## src/rtl/mole_spawner_pkg.sv

```systemverilog
// Shared types and constants for the mole spawner: FSM states, mole count,
// LFSR tap mask and small arithmetic helpers.
package mole_spawner_pkg;

    localparam int unsigned NUM_MOLES = 8;
    localparam int unsigned IDX_W     = 3;
    localparam int unsigned CNT_W     = 8;
    localparam int unsigned LFSR_W    = 16;
    localparam int unsigned IVL_W     = 4;
    localparam int unsigned TMO_W     = 8;

    // x^16 + x^14 + x^13 + x^11 + 1 -> taps on bits 15, 13, 12, 10
    localparam logic [LFSR_W-1:0] LFSR_TAPS = 16'hB400;

    typedef enum logic [2:0] {
        ST_IDLE  = 3'd0,
        ST_WAIT  = 3'd1,
        ST_PICK  = 3'd2,
        ST_ISSUE = 3'd3,
        ST_DONE  = 3'd4
    } state_e;

    // One Fibonacci step: shift left, XOR of taps enters bit 0
    function automatic logic [LFSR_W-1:0] lfsr_next(input logic [LFSR_W-1:0] s);
        return {s[LFSR_W-2:0], ^(s & LFSR_TAPS)};
    endfunction

    // Saturating increment for the display counters
    function automatic logic [CNT_W-1:0] sat_inc(input logic [CNT_W-1:0] v);
        return (v == {CNT_W{1'b1}}) ? v : v + CNT_W'(1);
    endfunction

endpackage

```

## src/rtl/mole_spawner_lfsr16.sv

```systemverilog
// Free-running 16-bit Fibonacci LFSR, reloaded with the seed on reset.
module lfsr16
    import mole_spawner_pkg::*;
(
    input  logic              clock,
    input  logic              Mreset_wait,
    input  logic [LFSR_W-1:0] seed,
    output logic [LFSR_W-1:0] q
);

    // Advance one step every clock
    always_ff @(posedge clock or posedge Mreset_wait) begin
        if (Mreset_wait) begin
            q <= seed;
        end else begin
            q <= lfsr_next(q);
        end
    end

endmodule

```

## src/rtl/mole_spawner.sv

```systemverilog
// Game-level mole scheduler: paces spawn attempts from tick, picks an idle
// mole starting at a pseudo-random index, holds its go line until the mole
// leaves hiding (or times out), and ends the round after ROUNDS spawns.
// Optional build macro MOLE_SPAWN_SPEEDUP_EN shortens the tick interval by
// one after every 8th acknowledged spawn (floor 1).
module mole_spawner
    import mole_spawner_pkg::*;
#(
    parameter int unsigned       SPAWN_INTERVAL = 4,
    parameter int unsigned       ROUNDS         = 30,
    parameter logic [LFSR_W-1:0] LFSR_SEED      = 16'hACE1,
    parameter int unsigned       ACK_TIMEOUT    = 255
) (
    input  logic                 clock,
    input  logic                 Mreset_wait,
    input  logic                 start,
    input  logic                 tick,
    input  logic [NUM_MOLES-1:0] hiding,
    output logic [NUM_MOLES-1:0] control,
    output logic [CNT_W-1:0]     spawn_count,
    output logic [CNT_W-1:0]     miss_count,
    output logic                 game_over
);

    logic [LFSR_W-1:0]    lfsr_q;
    state_e               state_q;
    logic [IDX_W-1:0]     idx_q;
    logic [IDX_W-1:0]     probe_q;
    logic [IVL_W-1:0]     ivl_cnt_q;
    logic [TMO_W-1:0]     tmo_q;
    logic [NUM_MOLES-1:0] control_q;
    logic [CNT_W-1:0]     spawn_q;
    logic [CNT_W-1:0]     miss_q;
    logic                 game_over_q;

    logic [CNT_W-1:0]     spawn_d;
    logic                 ack_c;
    logic [IVL_W-1:0]     interval_c;
    logic                 unused_lfsr;

    lfsr16 u_lfsr (
        .clock       (clock),
        .Mreset_wait (Mreset_wait),
        .seed        (LFSR_SEED),
        .q           (lfsr_q)
    );

    // Only the low bits select a mole; the rest just keep the sequence long
    assign unused_lfsr = ^lfsr_q[LFSR_W-1:IDX_W];

    // Acknowledge: the launched mole has left its hiding state
    assign ack_c   = ~hiding[idx_q];
    assign spawn_d = sat_inc(spawn_q);

`ifdef MOLE_SPAWN_SPEEDUP_EN
    logic [IVL_W-1:0] interval_q;

    // Shrink the interval after every 8th acknowledged spawn, restore on game start
    always_ff @(posedge clock or posedge Mreset_wait) begin
        if (Mreset_wait) begin
            interval_q <= IVL_W'(SPAWN_INTERVAL);
        end else if (start && state_q == ST_IDLE) begin
            interval_q <= IVL_W'(SPAWN_INTERVAL);
        end else if (start && state_q == ST_ISSUE && ack_c &&
                     spawn_d != spawn_q && spawn_d[2:0] == 3'd0 &&
                     interval_q > IVL_W'(1)) begin
            interval_q <= interval_q - IVL_W'(1);
        end
    end

    assign interval_c = interval_q;
`else
    assign interval_c = IVL_W'(SPAWN_INTERVAL);
`endif

    // Spawn scheduler FSM with registered outputs
    always_ff @(posedge clock or posedge Mreset_wait) begin
        if (Mreset_wait) begin
            state_q     <= ST_IDLE;
            idx_q       <= '0;
            probe_q     <= '0;
            ivl_cnt_q   <= '0;
            tmo_q       <= '0;
            control_q   <= '0;
            spawn_q     <= '0;
            miss_q      <= '0;
            game_over_q <= 1'b0;
        end else if (!start) begin
            // Counters stay visible until the next game starts
            state_q     <= ST_IDLE;
            control_q   <= '0;
            game_over_q <= 1'b0;
        end else begin
            case (state_q)
                ST_IDLE: begin
                    control_q   <= '0;
                    spawn_q     <= '0;
                    miss_q      <= '0;
                    game_over_q <= 1'b0;
                    ivl_cnt_q   <= '0;
                    state_q     <= ST_WAIT;
                end
                ST_WAIT: begin
                    if (tick) begin
                        if (ivl_cnt_q == interval_c - IVL_W'(1)) begin
                            ivl_cnt_q <= '0;
                            idx_q     <= lfsr_q[IDX_W-1:0];
                            probe_q   <= '0;
                            state_q   <= ST_PICK;
                        end else begin
                            ivl_cnt_q <= ivl_cnt_q + IVL_W'(1);
                        end
                    end
                end
                ST_PICK: begin
                    if (hiding[idx_q]) begin
                        control_q <= NUM_MOLES'(1) << idx_q;
                        tmo_q     <= '0;
                        state_q   <= ST_ISSUE;
                    end else if (probe_q == IDX_W'(NUM_MOLES - 1)) begin
                        miss_q  <= sat_inc(miss_q);
                        state_q <= ST_WAIT;
                    end else begin
                        idx_q   <= idx_q + IDX_W'(1);
                        probe_q <= probe_q + IDX_W'(1);
                    end
                end
                ST_ISSUE: begin
                    if (ack_c) begin
                        control_q <= '0;
                        spawn_q   <= spawn_d;
                        if (spawn_d == CNT_W'(ROUNDS)) begin
                            game_over_q <= 1'b1;
                            state_q     <= ST_DONE;
                        end else begin
                            state_q <= ST_WAIT;
                        end
                    end else if (tmo_q == TMO_W'(ACK_TIMEOUT - 1)) begin
                        control_q <= '0;
                        miss_q    <= sat_inc(miss_q);
                        state_q   <= ST_WAIT;
                    end else begin
                        tmo_q <= tmo_q + TMO_W'(1);
                    end
                end
                ST_DONE: begin
                    control_q   <= '0;
                    game_over_q <= 1'b1;
                end
                default: begin
                    control_q <= '0;
                    state_q   <= ST_IDLE;
                end
            endcase
        end
    end

    assign control     = control_q;
    assign spawn_count = spawn_q;
    assign miss_count  = miss_q;
    assign game_over   = game_over_q;

endmodule
```

## config.mk

```make
export PLATFORM = sky130hd
export DESIGN_NAME = mole_spawner
export DESIGN_NICKNAME = d
export VERILOG_FILES = /design/src/rtl/mole_spawner_pkg.sv /design/src/rtl/mole_spawner_lfsr16.sv /design/src/rtl/mole_spawner.sv
export SDC_FILE = /design/constraint.sdc
export NUM_CORES = 1
export LEC_CHECK = 0
export BUFFER_PORTS_ARGS = -buffer_cell sky130_fd_sc_hd__buf_4
export CORE_UTILIZATION = 60
export CTS_BUF_LIST = sky130_fd_sc_hd__clkbuf_4
export DETAILED_ROUTE_END_ITERATION = 6
export GPL_ROUTABILITY_DRIVEN = 0
export GPL_TIMING_DRIVEN = 0
export PLACE_DENSITY_LB_ADDON = 0.25
export REMOVE_ABC_BUFFERS = 1
export SYNTH_ARGS = -nofsm -noshare
export SYNTH_HDL_FRONTEND = slang
export SYNTH_SLANG_ARGS = --single-unit
export TNS_END_PERCENT = 30
```

## constraint.sdc

```tcl
create_clock -name clock -period 3.95 [get_ports clock]
set_clock_uncertainty 0.2 [all_clocks]
set_input_delay 0.79 -clock clock [delete_from_list [all_inputs] [get_ports clock]]
set_output_delay 0.79 -clock clock [all_outputs]
set_load 0.05 [all_outputs]
```

==> results.txt, run 1 <==
----------------------------------------------------
[Clocking]
  Sink count of the clock tree ... 62
  Clock tree from TritonCTS ... yes
  Clock buffers created by TritonCTS ... 9
  Number of instances resized during post-cts repair ... 0
  Later-pin clock latency in the skew report ... 410 ps
  Total number of H-tree levels ... 3
  Deepest clock path buffer count ... 2
  Post-CTS setup repair buffer count ... 0
  Number of buffers inserted by hold repair at cts ... 0
  Clock slew at reported path FFs ... 110 ps
  CTS root buffer ... sky130_fd_sc_hd__clkbuf_4

[Yosys]
  Count of flip-flops with a built-in enable after synthesis ... 0
  Area share of fa/ha/maj cells after synthesis ... 5.62%
  Async set-or-reset flop fraction in the synthesized netlist ... 100%
  Complex-gate fraction of the synthesized area ... 16.0%
  Post-synthesis share of cell area spent on xor and xnor gates ... 2.53%
  Largest family of logic cells by synthesized area ... simple AND/OR/NAND/NOR gates
  Number of instances in the synthesized netlist ... 310
  Most used flip-flop cell after synthesis ... sky130_fd_sc_hd__dfrtp_1
  Multiplexer share of the synthesized area ... 3.61%
  Count of synthesis-stage warnings from yosys ... 0
  Post-synthesis cell type count ... 49
  Share of the yosys chip area belonging to registers ... 50.1%
  Register bit count reported by yosys ... 62
  Synthesized-area fraction occupied by and/or/nand/nor cells ... 19.6%
  Synthesized area ... 3120 µm²
  Syn_area_per_cell ... 10.0 µm²

[Place]
  Placed Area ... 3450 µm²
  HPWL after detailed placement ... 4310 µm
  Placed insts ... 404
  Port bufs ... 36
  Pre-CTS WS ... 609 ps

[Die]
  Chip width ... 74.1 µm
  Total Die Area ... 5480 µm²
  Number of top-level pins ... 37
  Std-Cell Core Area ... between 4000 and 5000 µm²
  Vert. Die Dim ... 74.1 µm
  Standard-cell row count ... 25
  Initial core utilization ... 64.3%

[Finish]
  Total number of nets in the final design ... ~370
  Commonest cells after routing, fill and taps aside ... sky130_fd_sc_hd__dfrtp_1, sky130_fd_sc_hd__buf_4, sky130_fd_sc_hd__nor2_1
  Final cell count without fillers ... between 400 and 500
  Fraction of final layout cells sized beyond drive strength 1 ... around a fifth
  Most common library cell in the layout ignoring fill and taps ... sky130_fd_sc_hd__dfrtp_1
  Share of the core filled with cells ... approximately three quarters
  Final antenna diode count ... 0
  Final Instance Area ... approximately 3600 µm²
  Area growth syn-to-layout ... 16.3%

[Global route]
  Antenna violations before repair ... 0
  Maximum number of pins on one net before global-route repair ... 33
  First-pass GRT wire length ... 10600 µm
  All-Layer GR Usage ... 25.2%
  GRT Residual Overflow ... 0
  Vias in the first global route ... 2395

[Critical path]
  Critical path startpoint category ... register
  Worst-path fanout max ... 16
  Required @ worst endpoint ... 4090 ps
  CP arrival ... approximately 3100 ps
  Critical setup path kind ... reg -> reg
  Type of destination of the critical path ... register

[Timing]
  Tmin final ... 2940 ps
  Slew Limit Headroom ... 45.9%
  Sum of negative setup slack ... 0 ps
  Slack of the critical path ... 1010 ps
  Maximum clock frequency ... between 0.3 and 0.4 GHz
  Post-route fraction of the period consumed by the critical path ... between 70% and 80%
  Number of pins exceeding their max-slew limit in the final report ... 0
  Post-Route Hold Slack ... 164 ps
  Hold Violations, Final ... 0
  Endpoints failing setup ... 0
  Transition time at the pin with the least slew margin ... just over 800 ps
  RSZ-0062 raised after global routing ... no

[Drt]
  Number of DRC violations after detailed-routing iteration 0 ... 162
  # DRC ... 0
  Routed wirelength normalized by instance count ... roughly 15 µm
  Via-per-instance ratio ... 5.93
  Routed wire length ... 6210 µm
  DR pass1 iterations ... 4
  Post-route antenna net violation count ... 0
  DR vias ... roughly 2.5k

[Power]
  Total Power Consumption ... 1.86 mW
  Peak supply drop ... 0.417 mV
  Pwr per Cell Area ... 514 nW/µm²
  Leakage power ... 1.63 nW

[Job]
  Number of violations of the max-capacitance limit ... 0

[Run status]
  Run status ... completed

[Hold path]
  Path type of the worst min-delay path ... reg -> reg

----------------------------------------------------
## path summary, 6_finish.rpt
path                       slack [ps]  cells after the start        start            end
setup / recovery                 1010                      6     idx_q[0]  miss_count[7]
hold / removal                    160                      0  u_lfsr.q[8]    u_lfsr.q[9]
setup reg to reg                 1010                      6     idx_q[0]  miss_count[7]
hold reg to reg                   160                      0  u_lfsr.q[8]    u_lfsr.q[9]
max in group asynchronous        2690                      3  Mreset_wait     state_q[1]
min in group asynchronous         260                      2  Mreset_wait   ivl_cnt_q[0]
## cells in the mapped netlist (8+ instances only)
cell type                  number  area [µm²]
sky130_fd_sc_hd__clkbuf_1       9        33.8
sky130_fd_sc_hd__dfrtp_1       54        1350
sky130_fd_sc_hd__o21ai_0       12        60.1
sky130_fd_sc_hd__ha_1          14         175
sky130_fd_sc_hd__inv_1         10        37.5
sky130_fd_sc_hd__nor2_1        29         109
sky130_fd_sc_hd__o21ai_1       14        70.1
sky130_fd_sc_hd__nand2b_1       8        50.1
sky130_fd_sc_hd__nand2_1       25        93.8
sky130_fd_sc_hd__nand3_1       20         100
sky130_fd_sc_hd__nor3_1         9        45.0
sky130_fd_sc_hd__and3_1         9        56.3
sky130_fd_sc_hd__a21oi_1        8        40.0
sky130_fd_sc_hd__dfstp_2        8         210
## sequential cells by signal, summed over array words and instances (netlist names)
name and count:
u_lfsr.q 16, control 8, miss_count 8, spawn_count 8, tmo_q 8, ivl_cnt_q 4
idx_q 3, probe_q 3, state_q 3, game_over 1
## logic make-up (layout without fill, tap and decap cells)
kind of cell / count (synthesis) / in the layout
simple gates: 123 / 123
compound gates: 74 / 74
flops: 62 / 62
buf+inv: 21 / 64
fa+ha+maj: 14 / 14
xor+xnor: 9 / 9
mux: 7 / 7
## metal layers
layer	wire length [µm]	up-vias	GRT usage (%)	share of wire, %
met4	85	0	9.83	1.4
met2	3020	54	41.8	49
met5	0	-	0	0
met3	246	13	4.47	4.0
li1	-	1209	-	-
met1	2850	1214	33.0	46
## layout make-up
class                   instances  area [µm²]
clock buffers                  11        82.6
inverters                      11        41.3
fillers                       343        1220
flip-flops and latches         62        1560
multi-input cells             227        1480
repair buffers                 37         290
well taps                      67        83.8
clock inverters                 5        85.1
## worst max-delay path, cell delays in order, from the launching register on
cell and delay, ps:
sky130_fd_sc_hd__dfrtp_1 570, sky130_fd_sc_hd__mux4_2 580, sky130_fd_sc_hd__mux2i_4 420, sky130_fd_sc_hd__mux2_4 280, sky130_fd_sc_hd__a31oi_4 140, sky130_fd_sc_hd__or4_1 570
sky130_fd_sc_hd__nand3_1 110
## power breakdown
part	switching (mW)	internal [mW]	total, mW	leakage [nW]
Clock	0.240	0.273	0.513	0.0873
Combinational	0.345	0.184	0.528	0.712
Sequential	0.124	0.698	0.822	0.827
Total	0.708	1.16	1.86	1.63
Note: power is estimated with default switching activity, not from simulation.
==> inputs of run 2 (changes only) <==
Clock period 3.95 ns to 3 ns, I/O delays scaled along.
==> results.txt, run 2 (synthesis gave the netlist of run 1 again) <==
----------------------------------------------------
[Finish]
  Number of flip-flops under the largest register name ... 16 (unchanged)
  Most flop-heavy register ... u_lfsr.q
  Number of filler cells placed in the layout ... 335 (-2.3%)
  Most common library cell in the layout ignoring fill and taps ... sky130_fd_sc_hd__dfrtp_1
  Register Area ... 1560 µm² (unchanged)
  Final antenna diode count ... 0 (unchanged)
  Area growth syn-to-layout ... 17.0%
  Multi-input gate area in the final layout ... 1480 µm² (unchanged)
  Final cell count without fillers ... 423 (+0.71%)
  Fraction of final layout cells sized beyond drive strength 1 ... 20.8% (+0.67 points)
  Total number of nets in the final design ... 377 (+0.80%)
  Commonest cells after routing, fill and taps aside ... sky130_fd_sc_hd__dfrtp_1, sky130_fd_sc_hd__buf_4, sky130_fd_sc_hd__nor2_1
  Share of the core filled with cells ... 75.2% (+0.46 points)
  Final Instance Area ... 3650 µm² (+0.62%)

[Power]
  Total Power Consumption ... 2.48 mW (+33%)
  Pwr per Cell Area ... 681 nW/µm² (+32%)
  Leakage power ... 1.64 nW (+0.89%)
  Peak supply drop ... 0.547 mV (+31%)

[Place]
  Port bufs ... 36 (unchanged)
  Placed insts ... 404 (unchanged)
  HPWL after detailed placement ... 4310 µm (unchanged)
  Placed Area ... 3450 µm² (unchanged)

[Timing]
  RSZ-0062 raised after global routing ... no
  Number of pins exceeding their max-slew limit in the final report ... 0 (unchanged)
  Post-route fraction of the period consumed by the critical path ... 92.3% (+18 points)
  Post-Route Hold Slack ... 76.2 ps (-88.1 ps)
  Endpoints failing setup ... 0 (unchanged)
  Tmin final ... 2770 ps (-173 ps)
  Hold Violations, Final ... 0 (unchanged)
  Slew Limit Headroom ... 46.2% (+0.37 points)
  Transition time at the pin with the least slew margin ... 802 ps (-5.46 ps)
  Maximum clock frequency ... 0.361 GHz (+6.2%)

[Drt]
  Number of DRC violations after detailed-routing iteration 0 ... 211 (+30%)
  Routed wire length ... 6240 µm (+0.56%)
  Post-route antenna net violation count ... 0 (unchanged)
  # DRC ... 0 (unchanged)
  Via-per-instance ratio ... 5.87 (-1.0%)
  DR pass1 iterations ... 4 (unchanged)
  Routed wirelength normalized by instance count ... 14.8 µm (-0.15%)
  DR vias ... 2482 (-0.32%)

[Job]
  Number of violations of the max-capacitance limit ... 0 (unchanged)

[Critical path]
  Required @ worst endpoint ... 3110 ps (-980 ps)
  Number of cells on the worst reg-to-reg path ... 6 (unchanged)
  Critical path buffers and inverters ... 0 (unchanged)
  Worst reg2reg endpoint ... control[4]
  Cell at the slowest stage of the critical path ... sky130_fd_sc_hd__dfrtp_1
  Cell breakdown of the critical path ... nand2b_1 -> nor2_1 -> nand2_1 -> nor2_1 -> a32oi_1 -> o2bb2ai_1
  Type of destination of the critical path ... register
  Highest cell delay on the worst timing path ... 650 ps (+70 ps)
  Critical path startpoint category ... register
  Setup slack, reg-to-reg ... 230 ps (-780 ps)
  Kind of cell adding the most delay to the critical path ... simple AND/OR/NAND/NOR gates
  Worst-path fanout max ... 16 (unchanged)
  Worst reg2reg path startpoint ... state_q[1]
  CP arrival ... 2880 ps (-200 ps)
  Crit. Startpoint ... state_q[1]
  Critical setup path kind ... reg -> reg
  Cell with the most instances on the worst path ... sky130_fd_sc_hd__nor2_1

[Die]
  Initial core utilization ... 64.3% (unchanged)
  Number of top-level pins ... 37 (unchanged)
  Vert. Die Dim ... 74.1 µm (unchanged)
  Total Die Area ... 5480 µm² (unchanged)
  Std-Cell Core Area ... 4850 µm² (unchanged)
  Standard-cell row count ... 25 (unchanged)
  Chip width ... 74.1 µm (unchanged)

[Global route]
  Vias in the first global route ... 2395 (unchanged)
  Maximum number of pins on one net before global-route repair ... 33 (unchanged)
  GRT Residual Overflow ... 0 (unchanged)
  All-Layer GR Usage ... 25.2% (unchanged)
  Antenna violations before repair ... 0 (unchanged)
  First-pass GRT wire length ... 10600 µm (unchanged)

[Clocking]
  Clock tree from TritonCTS ... yes
  Clock slew at reported path FFs ... 110 ps (about the same)
  Later-pin clock latency in the skew report ... 400 ps (about the same)
  Clock buffers created by TritonCTS ... 9 (unchanged)
  CTS root buffer ... sky130_fd_sc_hd__clkbuf_4
  Deepest clock path buffer count ... 2 (unchanged)
  Total number of H-tree levels ... 3 (unchanged)
  Sink count of the clock tree ... 62 (unchanged)

[Hold path]
  Path type of the worst min-delay path ... in -> async

[Run status]
  Run status ... completed

----------------------------------------------------
-- run 2: changes by cell type in the layout (fill, tap and decap cells not counted) --
cell	previous run	this run
sky130_fd_sc_hd__buf_4	36	39
-- run 2: per-stage QoR --
step / setup slack [ps] / setup TNS [ps]
2_1_floorplan: 338 / 0
3_3_place_gp: -129 / -2060
3_5_place_dp: -151 / -183
4_1_cts: 10.7 / 0
5_1_grt: 71.4 / 0
6_report: 230 / 0
-- run 2: repair_timing --
| item | in CTS | in global routing |
|---|---|---|
| gates resized for setup | 0 | 0 |
| setup endpoints to repair | 0 | 5 |
| hold buffers | 0 | 0 |
| buffers inserted | 0 | 3 |
-- run 2: area by class of cell --
class                      count  share of cell area (%)
multi-input combinational    227                    40.6
inverter                      11                    1.13
timing repair buffer          40                    8.58
clock buffer                  11                    2.26
clock inverter                 5                    2.33
sequential                    62                    42.8
tap                           67                    2.30
-- run 2: worst register-to-register path, delay by kind of cell, from the launching register on --
kind             cells  cell delay, ps
flip-flops           1             650
AND/OR/NAND/NOR      4            1450
AO/OA/AOI/OAI        2             400
-- run 2: how the worst max path moves through the flow --
stage	cells after the start	end	slack, ps
CTS	5	miss_count[7]	10
finish	6	control[4]	230
detailed placement	6	miss_count[7]	-150
global route	7	idx_q[0]	70
global placement	6	miss_count[7]	-130
floorplan	6	miss_count[7]	340
-- run 2: metal layers --
layer  GRT usage (%)  vias to the layer above  wire (µm)
li1                -                     1212          -
met3            4.47                       12        232
met5               0                        -          0
met2            41.8                       51       3050
met4            9.83                        0         81
met1            33.0                     1207       2880
-- run 2: report_power, final --
group	switching [mW]	internal, mW
Combinational	0.460	0.264
Sequential	0.165	0.919
Clock	0.314	0.360
Total	0.939	1.54
==> inputs of run 3 (changes only) <==
Settings changed: CORE_UTILIZATION 60 to 45.
==> results.txt, run 3 (synthesis gave the netlist of run 1 again) <==
----------------------------------------------------
[Timing]
  Post-route fraction of the period consumed by the critical path ... 90.8% (-1.6 points)
  Tmin final ... 2720 ps (-47.7 ps)
  Endpoints failing setup ... 0 (unchanged)
  Transition time at the pin with the least slew margin ... 811 ps (+8.29 ps)
  Slack of the critical path ... 277 ps (+47.7 ps)
  Maximum clock frequency ... 0.367 GHz (+1.8%)
  Hold Violations, Final ... 0 (unchanged)
  Number of pins exceeding their max-slew limit in the final report ... 0 (unchanged)
  Slew Limit Headroom ... 45.7% (-0.56 points)
  RSZ-0062 raised after global routing ... no

[Global route]
  Antenna violations before repair ... 0 (unchanged)
  First-pass GRT wire length ... 10700 µm (+0.78%)
  Vias in the first global route ... 2283 (-4.7%)
  Maximum number of pins on one net before global-route repair ... 35 (+6.1%)
  GRT Residual Overflow ... 0 (unchanged)
  All-Layer GR Usage ... 19.1% (-6.0 points)

[Drt]
  Met1 Routed Length ... 3090 µm (+7.2%)
  Post-route antenna net violation count ... 0 (unchanged)
  Routed wire length ... 6280 µm (+0.62%)
  DR vias ... 2420 (-2.5%)
  Via-per-instance ratio ... 5.58 (-5.0%)
  # DRC ... 0 (unchanged)
  DR pass1 iterations ... 4 (unchanged)
  Number of DRC violations after detailed-routing iteration 0 ... 112 (-47%)
  Highest routed metal layer ... met4
  Met2 routed WL ... 2860 µm (-6.1%)
  Met3 wire length ... 250 µm (+7.8%)
  Routed wirelength normalized by instance count ... 14.5 µm (-1.9%)

[Power]
  Sequential cell fraction of total power ... 45.6% (+1.9 points)
  Net switching power ... 971 µW (+3.4%)
  Cell-internal power ... 1.40 mW (-9.3%)
  Pwr per Cell Area ... 649 nW/µm² (-4.7%)
  Switching portion of total power ... 41.0% (+3.1 points)
  Peak supply drop ... 0.380 mV (-30%)
  Combinational fraction of design power ... 32.6% (+3.4 points)
  Part of the total power dissipated in the clock network ... 21.8% (-5.3 points)
  Leakage power ... 1.63 nW (-0.66%)

[Critical path]
  Required @ worst endpoint ... 3120 ps (about the same)
  CP arrival ... 2840 ps (-40 ps)
  Critical setup path kind ... reg -> reg
  Worst-path fanout max ... 9 (-7)
  Critical path startpoint category ... register
  Type of destination of the critical path ... register

[Die]
  Number of top-level pins ... 37 (unchanged)
  Std-Cell Core Area ... 6530 µm² (+35%)
  Vert. Die Dim ... 85.2 µm (+15%)
  Standard-cell row count ... 29 (+16%)
  Initial core utilization ... 47.7% (-17 points)
  Chip width ... 85.2 µm (+15%)
  Total Die Area ... 7260 µm² (+32%)

[Finish]
  Most flop-heavy register ... u_lfsr.q
  Final Instance Area ... 3650 µm² (+0.17%)
  Multi-input gate area in the final layout ... 1480 µm² (+0.17%)
  Number of flip-flops under the largest register name ... 16 (unchanged)
  Most common library cell in the layout ignoring fill and taps ... sky130_fd_sc_hd__dfrtp_1
  Area growth syn-to-layout ... 17.2%
  Number of filler cells placed in the layout ... 569 (+70%)
  Commonest cells after routing, fill and taps aside ... sky130_fd_sc_hd__dfrtp_1, sky130_fd_sc_hd__buf_4, sky130_fd_sc_hd__nor2_1
  Final antenna diode count ... 0 (unchanged)
  Fraction of final layout cells sized beyond drive strength 1 ... 21.3% (+0.50 points)
  Register Area ... 1560 µm² (unchanged)
  Total number of nets in the final design ... 378 (+0.27%)

[Clocking]
  Clock slew at reported path FFs ... 110 ps (about the same)
  CTS root buffer ... sky130_fd_sc_hd__clkbuf_4
  Clock tree from TritonCTS ... yes
  Deepest clock path buffer count ... 2 (unchanged)
  Total number of H-tree levels ... 3 (unchanged)
  Later-pin clock latency in the skew report ... 430 ps (+30 ps)
  Clock buffers created by TritonCTS ... 9 (unchanged)
  Sink count of the clock tree ... 62 (unchanged)

[Place]
  Port bufs ... 36 (unchanged)
  Placed Area ... 3460 µm² (+0.36%)
  HPWL after detailed placement ... 4360 µm (+1.1%)
  Pre-CTS WS ... -160 ps (-8.70 ps)

[Job]
  Number of violations of the max-capacitance limit ... 0 (unchanged)

[Hold path]
  Path type of the worst min-delay path ... in -> async

[Run status]
  Run status ... completed

----------------------------------------------------
[run 3: final timing paths]
check	start	depth (start not counted)	to	slack [ps]
setup reg to reg	idx_q[0]	7	miss_count[5]	280
setup / recovery	idx_q[0]	7	miss_count[5]	280
min in group clock	u_lfsr.q[4]	0	u_lfsr.q[5]	170
hold reg to reg	u_lfsr.q[4]	0	u_lfsr.q[5]	170
hold / removal	Mreset_wait	2	u_lfsr.q[12]	50
max in group asynchronous	Mreset_wait	3	u_lfsr.q[5]	1900
[run 3: routing by layer]
metal,up-vias,GRT usage [%]
met5,-,0
met4,0,6.63
met3,10,7.00
met2,43,29.3
met1,1156,25.1
li1,1211,-
[run 3: critical path, stage by stage (launching register included)]
cell                       delay [ps]
sky130_fd_sc_hd__dfrtp_1          560
sky130_fd_sc_hd__mux4_2           580
sky130_fd_sc_hd__mux2i_4          180
sky130_fd_sc_hd__buf_12           150
sky130_fd_sc_hd__mux2_4           330
sky130_fd_sc_hd__a31oi_4          290
sky130_fd_sc_hd__nand2b_1         240
sky130_fd_sc_hd__o21ai_1           90
[run 3: metrics by stage]
stage,setup TNS [ps],hold WS [ps],power (mW),util (%),instances
2_1_floorplan,0,131,1.57,-,300
3_3_place_gp,-5250,135,1.77,52.7,413
3_5_place_dp,-191,141,1.79,53.0,414
4_1_cts,0,30.2,2.32,55.0,430
5_1_grt,0,69.1,2.53,55.9,434
6_report,0,46.6,2.37,55.9,434
[run 3: power groups by stage]
stage	Combinational (mW)	Sequential, mW	Clock [mW]
3_3_place_gp	0.678	1.09	0
2_1_floorplan	0.429	1.14	0
3_5_place_dp	0.696	1.09	0
6_report	0.773	1.08	0.516
4_1_cts	0.697	1.08	0.542
5_1_grt	0.852	1.10	0.574
[run 3: layout make-up]
type,count,area share [%]
clock buffers,9,1.85
clock inverters,7,1.61
inverters,11,1.13
multi-input cells,227,40.6
flip-flops and latches,62,42.8
well taps,77,2.64
repair buffers,41,9.46
[run 3: what timing repair did]
item | 4_1_cts | 5_1_grt
gates resized for setup | 0 | 1
setup endpoints to repair | 0 | 5
endpoints found under the hold margin | 0 | 0
setup buffers | 0 | 4
hold buffers | 0 | 0
